===== src/rtl/puf_crp_if.sv =====
// CRP stream between the PUF sequencer and host logic: valid/ready handshake
// carrying the challenge, the majority-voted response and per-bit instability flags.
interface puf_crp_if #(
   parameter int C_LENGTH = 8,
   parameter int RESP_W   = 7
);
   logic                crp_valid;
   logic                crp_ready;
   logic [C_LENGTH-1:0] crp_challenge;
   logic [RESP_W-1:0]   crp_response;
   logic [RESP_W-1:0]   crp_unstable;

   modport master (
      output crp_valid, crp_challenge, crp_response, crp_unstable,
      input  crp_ready
   );

   modport slave (
      input  crp_valid, crp_challenge, crp_response, crp_unstable,
      output crp_ready
   );
endinterface


===== src/rtl/puf_crp_sequencer.sv =====
// Arbiter-PUF initiator: steps challenges (LFSR or increment), launches repeated
// evaluations with settle/hold timing, majority-votes the responses and streams CRPs.
module puf_crp_sequencer #(
   parameter int C_LENGTH      = 8,
   parameter int RESP_W        = 7,
   parameter int SETTLE_CYCLES = 4,
   parameter int HOLD_CYCLES   = 4,
   parameter int REPEATS       = 3
) (
   input  logic                clk,
   input  logic                rst_n,
   input  logic                start,
   input  logic                mode,
   input  logic [C_LENGTH-1:0] seed,
   input  logic [7:0]          count,
   output logic [C_LENGTH-1:0] challenge,
   output logic                pulse,
   input  logic [RESP_W-1:0]   response,
   output logic                busy,
   output logic                done,
   puf_crp_if.master           crp
);

   typedef enum logic [2:0] {IDLE, ARM, FIRE, PRESENT, DONE} state_t;

   state_t              state, state_next;
   logic [7:0]          timer;
   logic [3:0]          rep_idx;
   logic [8:0]          remaining;
   logic                mode_inc;
   logic [RESP_W-1:0]   resp_meta, resp_sync;
   logic [3:0]          votes [RESP_W];
   logic                settle_end, hold_end, last_repeat, handshake;
   logic [C_LENGTH-1:0] chal_next;

   assign settle_end  = (timer == 8'(SETTLE_CYCLES - 1));
   assign hold_end    = (timer == 8'(HOLD_CYCLES - 1));
   assign last_repeat = (rep_idx == 4'(REPEATS - 1));
   assign chal_next   = mode_inc ? challenge + C_LENGTH'(1)
                                 : {challenge[C_LENGTH-2:0],
                                    challenge[7] ^ challenge[5] ^ challenge[4] ^ challenge[3]};

   // The arbiter outputs settle asynchronously to clk, so they are only used after two flops.
   always_ff @(posedge clk or negedge rst_n) begin
      if (!rst_n) begin
         resp_meta <= '0;
         resp_sync <= '0;
      end else begin
         resp_meta <= response;
         resp_sync <= resp_meta;
      end
   end

   always_ff @(posedge clk or negedge rst_n) begin
      if (!rst_n) state <= IDLE;
      else        state <= state_next;
   end

   always_comb begin
      state_next        = state;
      pulse             = 1'b0;
      busy              = 1'b1;
      done              = 1'b0;
      handshake         = 1'b0;
      crp.crp_valid     = 1'b0;
      crp.crp_challenge = '0;
      crp.crp_response  = '0;
      crp.crp_unstable  = '0;
      case (state)
         IDLE: begin
            busy = 1'b0;
            if (start) state_next = ARM;
         end
         ARM: begin
            if (settle_end) state_next = FIRE;
         end
         FIRE: begin
            pulse = 1'b1;
            if (hold_end) state_next = last_repeat ? PRESENT : ARM;
         end
         PRESENT: begin
            crp.crp_valid     = 1'b1;
            crp.crp_challenge = challenge;
            for (int b = 0; b < RESP_W; b++) begin
               crp.crp_response[b] = (votes[b] > 4'(REPEATS / 2));
               crp.crp_unstable[b] = (votes[b] != 4'd0) && (votes[b] != 4'(REPEATS));
            end
            handshake = crp.crp_ready;
            if (handshake) state_next = (remaining == 9'd1) ? DONE : ARM;
         end
         DONE: begin
            done       = 1'b1;
            state_next = IDLE;
         end
         default: state_next = IDLE;
      endcase
   end

   // Timer restarts on every phase change so ARM and FIRE each measure their own length.
   always_ff @(posedge clk or negedge rst_n) begin
      if (!rst_n) begin
         challenge <= '0;
         timer     <= '0;
         rep_idx   <= '0;
         remaining <= '0;
         mode_inc  <= 1'b0;
         for (int b = 0; b < RESP_W; b++) votes[b] <= '0;
      end else begin
         if ((state_next != state) || !((state == ARM) || (state == FIRE)))
            timer <= '0;
         else
            timer <= timer + 8'd1;

         case (state)
            IDLE: begin
               if (start) begin
                  mode_inc  <= mode;
                  remaining <= (count == 8'd0) ? 9'd256 : {1'b0, count};
                  rep_idx   <= '0;
                  challenge <= (!mode && (seed == '0)) ? C_LENGTH'(1) : seed;
                  for (int b = 0; b < RESP_W; b++) votes[b] <= '0;
               end
            end
            FIRE: begin
               if (hold_end) begin
                  for (int b = 0; b < RESP_W; b++) votes[b] <= votes[b] + {3'b000, resp_sync[b]};
                  if (!last_repeat) rep_idx <= rep_idx + 4'd1;
               end
            end
            PRESENT: begin
               if (handshake && (remaining != 9'd1)) begin
                  remaining <= remaining - 9'd1;
                  challenge <= chal_next;
                  rep_idx   <= '0;
                  for (int b = 0; b < RESP_W; b++) votes[b] <= '0;
               end
            end
            default: ;
         endcase
      end
   end

endmodule

===== src/flat_wrapper.sv =====
// flat-port wrapper written by rule: the top's interface ports become plain ports
module puf_crp_sequencer_flat 
#(
   parameter int C_LENGTH      = 8,
   parameter int RESP_W        = 7,
   parameter int SETTLE_CYCLES = 4,
   parameter int HOLD_CYCLES   = 4,
   parameter int REPEATS       = 3
)
  (clk, rst_n, start, mode, seed, count, challenge, pulse, response, busy, done, crp_crp_valid, crp_crp_challenge, crp_crp_response, crp_crp_unstable, crp_crp_ready);
  puf_crp_if #(.C_LENGTH(C_LENGTH), .RESP_W(RESP_W)) crp_i ();
  input  logic clk;
  input  logic rst_n;
  input  logic start;
  input  logic mode;
  input  logic [C_LENGTH-1:0] seed;
  input  logic [7:0] count;
  output logic [C_LENGTH-1:0] challenge;
  output logic pulse;
  input  logic [RESP_W-1:0] response;
  output logic busy;
  output logic done;
  output wire logic [$bits(crp_i.crp_valid)-1:0] crp_crp_valid;
  output wire logic [$bits(crp_i.crp_challenge)-1:0] crp_crp_challenge;
  output wire logic [$bits(crp_i.crp_response)-1:0] crp_crp_response;
  output wire logic [$bits(crp_i.crp_unstable)-1:0] crp_crp_unstable;
  input wire logic [$bits(crp_i.crp_ready)-1:0] crp_crp_ready;
  assign crp_crp_valid = crp_i.crp_valid;
  assign crp_crp_challenge = crp_i.crp_challenge;
  assign crp_crp_response = crp_i.crp_response;
  assign crp_crp_unstable = crp_i.crp_unstable;
  assign crp_i.crp_ready = crp_crp_ready;
  puf_crp_sequencer #(.C_LENGTH(C_LENGTH), .RESP_W(RESP_W), .SETTLE_CYCLES(SETTLE_CYCLES), .HOLD_CYCLES(HOLD_CYCLES), .REPEATS(REPEATS)) u_core (.clk(clk), .rst_n(rst_n), .start(start), .mode(mode), .seed(seed), .count(count), .challenge(challenge), .pulse(pulse), .response(response), .busy(busy), .done(done), .crp(crp_i));
endmodule

===== config.mk =====
export PLATFORM = sky130hd
export DESIGN_NAME = puf_crp_sequencer_flat
export DESIGN_NICKNAME = d
export VERILOG_FILES = /design/src/rtl/puf_crp_if.sv /design/src/rtl/puf_crp_sequencer.sv /design/src/flat_wrapper.sv
export SDC_FILE = /design/constraint.sdc
export NUM_CORES = 1
export LEC_CHECK = 0
export ABC_AREA = 1
export CORE_MARGIN = 8
export CORE_UTILIZATION = 53
export CTS_CLUSTER_SIZE = 16
export DETAILED_ROUTE_END_ITERATION = 6
export PLACE_DENSITY = 0.74
export SYNTH_ARGS = -nofsm -noshare
export SYNTH_HDL_FRONTEND = slang
export SYNTH_SLANG_ARGS = --single-unit

===== constraint.sdc =====
create_clock -name clk -period 4.79 [get_ports clk]
set_input_delay 0.7185 -clock clk [delete_from_list [all_inputs] [get_ports clk]]
set_output_delay 0.7185 -clock clk [all_outputs]
set_load 0.005 [all_outputs]

# Word level (Yosys, flattened, before mapping)
# Index checks and enable logic that the tools add are counted.
# Widths: inputs -> output; s select.
# totals
elab_cells	119
out_inout_bits	34
ff_bits	75
# op_classes
eq_ne	20
n_mux	34
add_sub_neg	11
bitwise_logic	3
n_lt_le_gt_ge	7
n_reduce_logical	29
# op_table
operator	n
$mux 28	3
$pmux 28 s3	1
$mux 8	6
$add 4x1->4	7
$gt 4x1->1 const B	7
$ne 4x2->1 const B	7
$reduce_bool 4->1	7
$mux 9	3
$pmux 9 s2	1
$add 8x1->8 const B	2
$logic_not 8->1	2
$mux 4	4
$pmux 8 s2	1
$mux 3	5
$mux 7	2
$pmux 3 s4	1
$pmux 4 s3	1
$eq 9x1->1 const B	1
$logic_and 1x1->1	9
$ne 9x1->1 const B	1
$sub 9x1->9 const B	1
$eq 8x2->1 const B	1
$eq 3x2->1 const B	2
$mux 1	5
other kinds (18)	24

# Depth between registers and ports, before layout
# depth
word_depth	7
mapped_depth	12
ltp_nobuf	11

# Worst setup path before layout
# Ideal clock, no wire load.
# synth_timing
kind	register to output
start	register u_core.state[2]
end	output port crp_crp_unstable[5]
stages_incl_launch_ff	6
t_arrival_ps	1202
path_slack_ps	2870
cell_sequence	dfrtp_1 inv_1 nand3_1 buf_2 buf_2 nor3_1
# synth_via
elab_chain_cells	2
# synth_rtl
element	line	source
start, declared	puf_crp_sequencer.sv:26	state_t state, state_next;
start signal, assigned	puf_crp_sequencer.sv:56	else state <= state_next;
$eq 3x2->1	puf_crp_sequencer.sv:69	case (state)
$mux 7	puf_crp_sequencer.sv:69	
end, declared	flat_wrapper.sv:26	output wire logic [$bits(crp_i.crp_unstable)-1:0] crp_crp_unstable;
# Every way passes these cells.

# Worst setup path in the final report
# layout_timing
start	register u_core.state[0]
end	output port crp_crp_response[6]
# layout_via
elab_chain_cells	2
# layout_rtl
element	line	source
$eq 3x2->1	puf_crp_sequencer.sv:69	
$mux 7	puf_crp_sequencer.sv:69	
end, declared	flat_wrapper.sv:25	output wire logic [$bits(crp_i.crp_response)-1:0] crp_crp_response;
# Every way passes these cells.

==> parameters.txt <==
Parameter                              Value

Outcome
  Result of the run    completed

Critical path
  Startpoint kind of the worst setup timing path    flip-flop
  WP data arrival    2300 ps
  Setup CP Type    flip-flop to primary output
  Crit end category    primary output
  Critical path required time    4070 ps
  Peak fanout along the critical path    23

Die
  Die outline height    108.4 um
  Number of core rows    33
  # IOs    62
  Initial cell density of the core    54.83%
  Floorplan core area    0.008258 mm2
  Die outline area    0.01176 mm2
  Die X-Extent    108.4 um

GRT
  Maximum number of pins on one net before global-route repair    76
  Total congestion overflow after global routing    0
  Total routing usage reported by global routing    17.90%
  Global-route wire length before repair    17210 um
  Number of antenna violations at the first check in global routing    0
  Vias in the first global route    3839

Placed design
  Inst Count DP    730
  Weighted congestion reported at the end of routability-driven placement    0.8498
  Detailed-placement wirelength estimate    6959 um
  # port buffers    61

Power and ir drop
  IR drop worst, VDD    245.4 uV
  Static leakage    2.610 nW
  Power per cell area    488.9 mW/mm2
  Post-layout total power    2.630 mW

Layout
  Proportion of layout cells with a drive suffix above 1    10.76%
  Multi-input combinational cell area    0.002311 mm2
  Area growth from synthesis to final layout    18.79%
  Ant. Diodes    0
  Leading cell type in the layout, fill and taps excluded    nand2_1
  Layout net count    684
  Count of non-filler cells in the finished layout    746
  Count of fill cells added during filler insertion    753
  Storage element area    0.001877 mm2
  Most frequent cells in the layout    nand2_1, dfrtp_1, nor2_1

CTS
  CTS Sinks    75
  Clock transition at path regs    90 ps
  Number of clock buffers inserted by TritonCTS    9
  CTS Hold Bufs    0
  Count of buffers added by post-CTS timing repair for setup    0
  TritonCTS clock tree    built
  Root buffer cell    clkbuf_8
  Max H-tree Level    3
  Post-cts gate resize count    0
  Max clock buf depth    2
  Clock latency of the later-clocked register in the worst-skew pair    350 ps

Synth
  Number of distinct library cells after synthesis    33
  Area share of the largest cell type after synthesis    41.45%
  Register bit total from synthesis    75
  Dominant cells by area after synthesis    dfrtp_1, nand2_1, o21ai_2
  Cell type contributing the most total cell area after synthesis    dfrtp_1
  Number of enable flip-flop cells after synthesis    0
  Syn nets    628
  Cell area after technology mapping    0.004528 mm2
  Mean area per synthesized cell    7.807 um2
  Leading register cell type out of synthesis    dfrtp_1
  Yosys warning total    0
  Async SR Flop Fraction    100.0%
  Gate Count Post-Synth    580
  Proportion of synthesized chip area in sequential cells    41.45%

Timing
  Post-route clock period utilization    62.96%
  Transition at the pin with the smallest max-transition slack    1108 ps
  Rel. slew slack    26.07%
  Setup violators final    0
  Fmax    0.3316 GHz
  Pins over their slew limit    0
  Number of hold-slack violations in the final timing report    0
  Final critical path time including I/O delays and setup    3016 ps
  Setup repair after global routing missed its margin    no
  Clock skew after layout    12.42 ps
  Final TNS setup    0 ps

Route
  Vias per inst    5.149
  Routed len/inst    13.44 um
  Via count    3841
  Residual DRC count    0
  DRT iter0 DRCs    172
  Total wire length    10020 um
  Number of optimization iterations in the first detailed-route pass    4
  Post-route antenna net violation count    0

Min path
  Type of the most critical hold path    flip-flop to flip-flop

Job
  Max-cap violation count    0
synth_stat cells (all sizes together), types with 2 or more instances:
master,n
a21oi,13
and2,2
buf,12
clkbuf,5
dfrtp,75
ha,20
inv,55
nand2,192
nand3,34
nand3b,2
nand4,10
nor2,65
nor3,13
o21ai,45
o21bai,3
or2,7
xnor2,6
xor2,17
per-stage QoR:
step | instance area, um2 | setup WS [ps] | utilization [%] | hold WS, ps
2_1_floorplan | 4528 | 2870 | - | 331.2
3_3_place_gp | 5145 | 2142 | 62.30 | 333.4
3_5_place_dp | 5145 | 2096 | 62.30 | 334.7
4_1_cts | 5379 | 1725 | 65.14 | 351.3
5_1_grt | 5379 | 1578 | 65.14 | 356.9
6_report | 5379 | 1774 | 65.14 | 349.2
per-layer routing:
| metal | up-vias | track usage (%) | wire, um |
|---|---|---|---|
| met3 | 15 | 4.402 | 661 |
| met1 | 1775 | 21.61 | 4486 |
| met4 | 0 | 6.843 | 144 |
| li1 | 1957 | - | - |
| met5 | - | 0 | 0 |
| met2 | 94 | 30.17 | 4732 |
flip-flops by register name, summed over array words and instances (netlist names):
signal and cells:
u_core.state 3, u_core.remaining 9, u_core.resp_meta 7, u_core.resp_sync 7, u_core.timer 8, u_core.rep_idx 4, u_core.mode_inc 1, u_core.votes 28
u_core.challenge 8
power breakdown:
group	leakage [nW]	switching, mW	total (mW)	internal [mW]
combinational	1.51	0.770	1.16	0.391
clock	0.115	0.257	0.572	0.314
sequential	0.981	0.147	0.897	0.749
cell type report:
type                       instances  share of cell area, %
clock buffer                      10                  2.559
clock inverter                     6                  1.791
inverter                          56                  3.908
multi-input combinational        432                  42.96
sequential                        75                  34.89
tap                              105                  2.442
timing repair buffer              62                  11.44
cells by family (layout without fill, tap and decap cells):
logic type,after synthesis,after routing,share of synthesized area [%]
adder cells (fa/ha/maj),20,20,5.526
XOR/XNOR,23,23,4.449
AO/OA/AOI/OAI,63,63,10.28
AND/OR/NAND/NOR,326,326,30.78
flip-flops,75,75,41.45
buffers and inverters,73,134,7.516
final timing paths:
check / start / endpoint / slack, ps / cells after the start
worst max-delay path: u_core.state[0]$_DFF_PN0_ / crp_crp_response[6] / 1770 / 5
worst min-delay path: u_core.resp_meta[1]$_DFF_PN0_ / u_core.resp_sync[1]$_DFF_PN0_ / 350 / 0
worst max register to register: u_core.state[2]$_DFF_PN0_ / u_core.votes[11]$_DFFE_PN0P_ / 2420 / 8
worst min register to register: u_core.resp_meta[1]$_DFF_PN0_ / u_core.resp_sync[1]$_DFF_PN0_ / 350 / 0
max in group asynchronous: rst_n / u_core.rep_idx[3]$_DFFE_PN0P_ / 3670 / 1
min in group asynchronous: rst_n / u_core.challenge[7]$_DFFE_PN0P_ / 490 / 1
critical path: stages, from the launching register on:
cell and delay [ps]:
dfrtp_1 480, nand2_1 140, nor2_4 550, o21ai_0 200, inv_1 90, clkdlybuf4s50_1 500
Note: power is estimated with default switching activity, not from simulation.
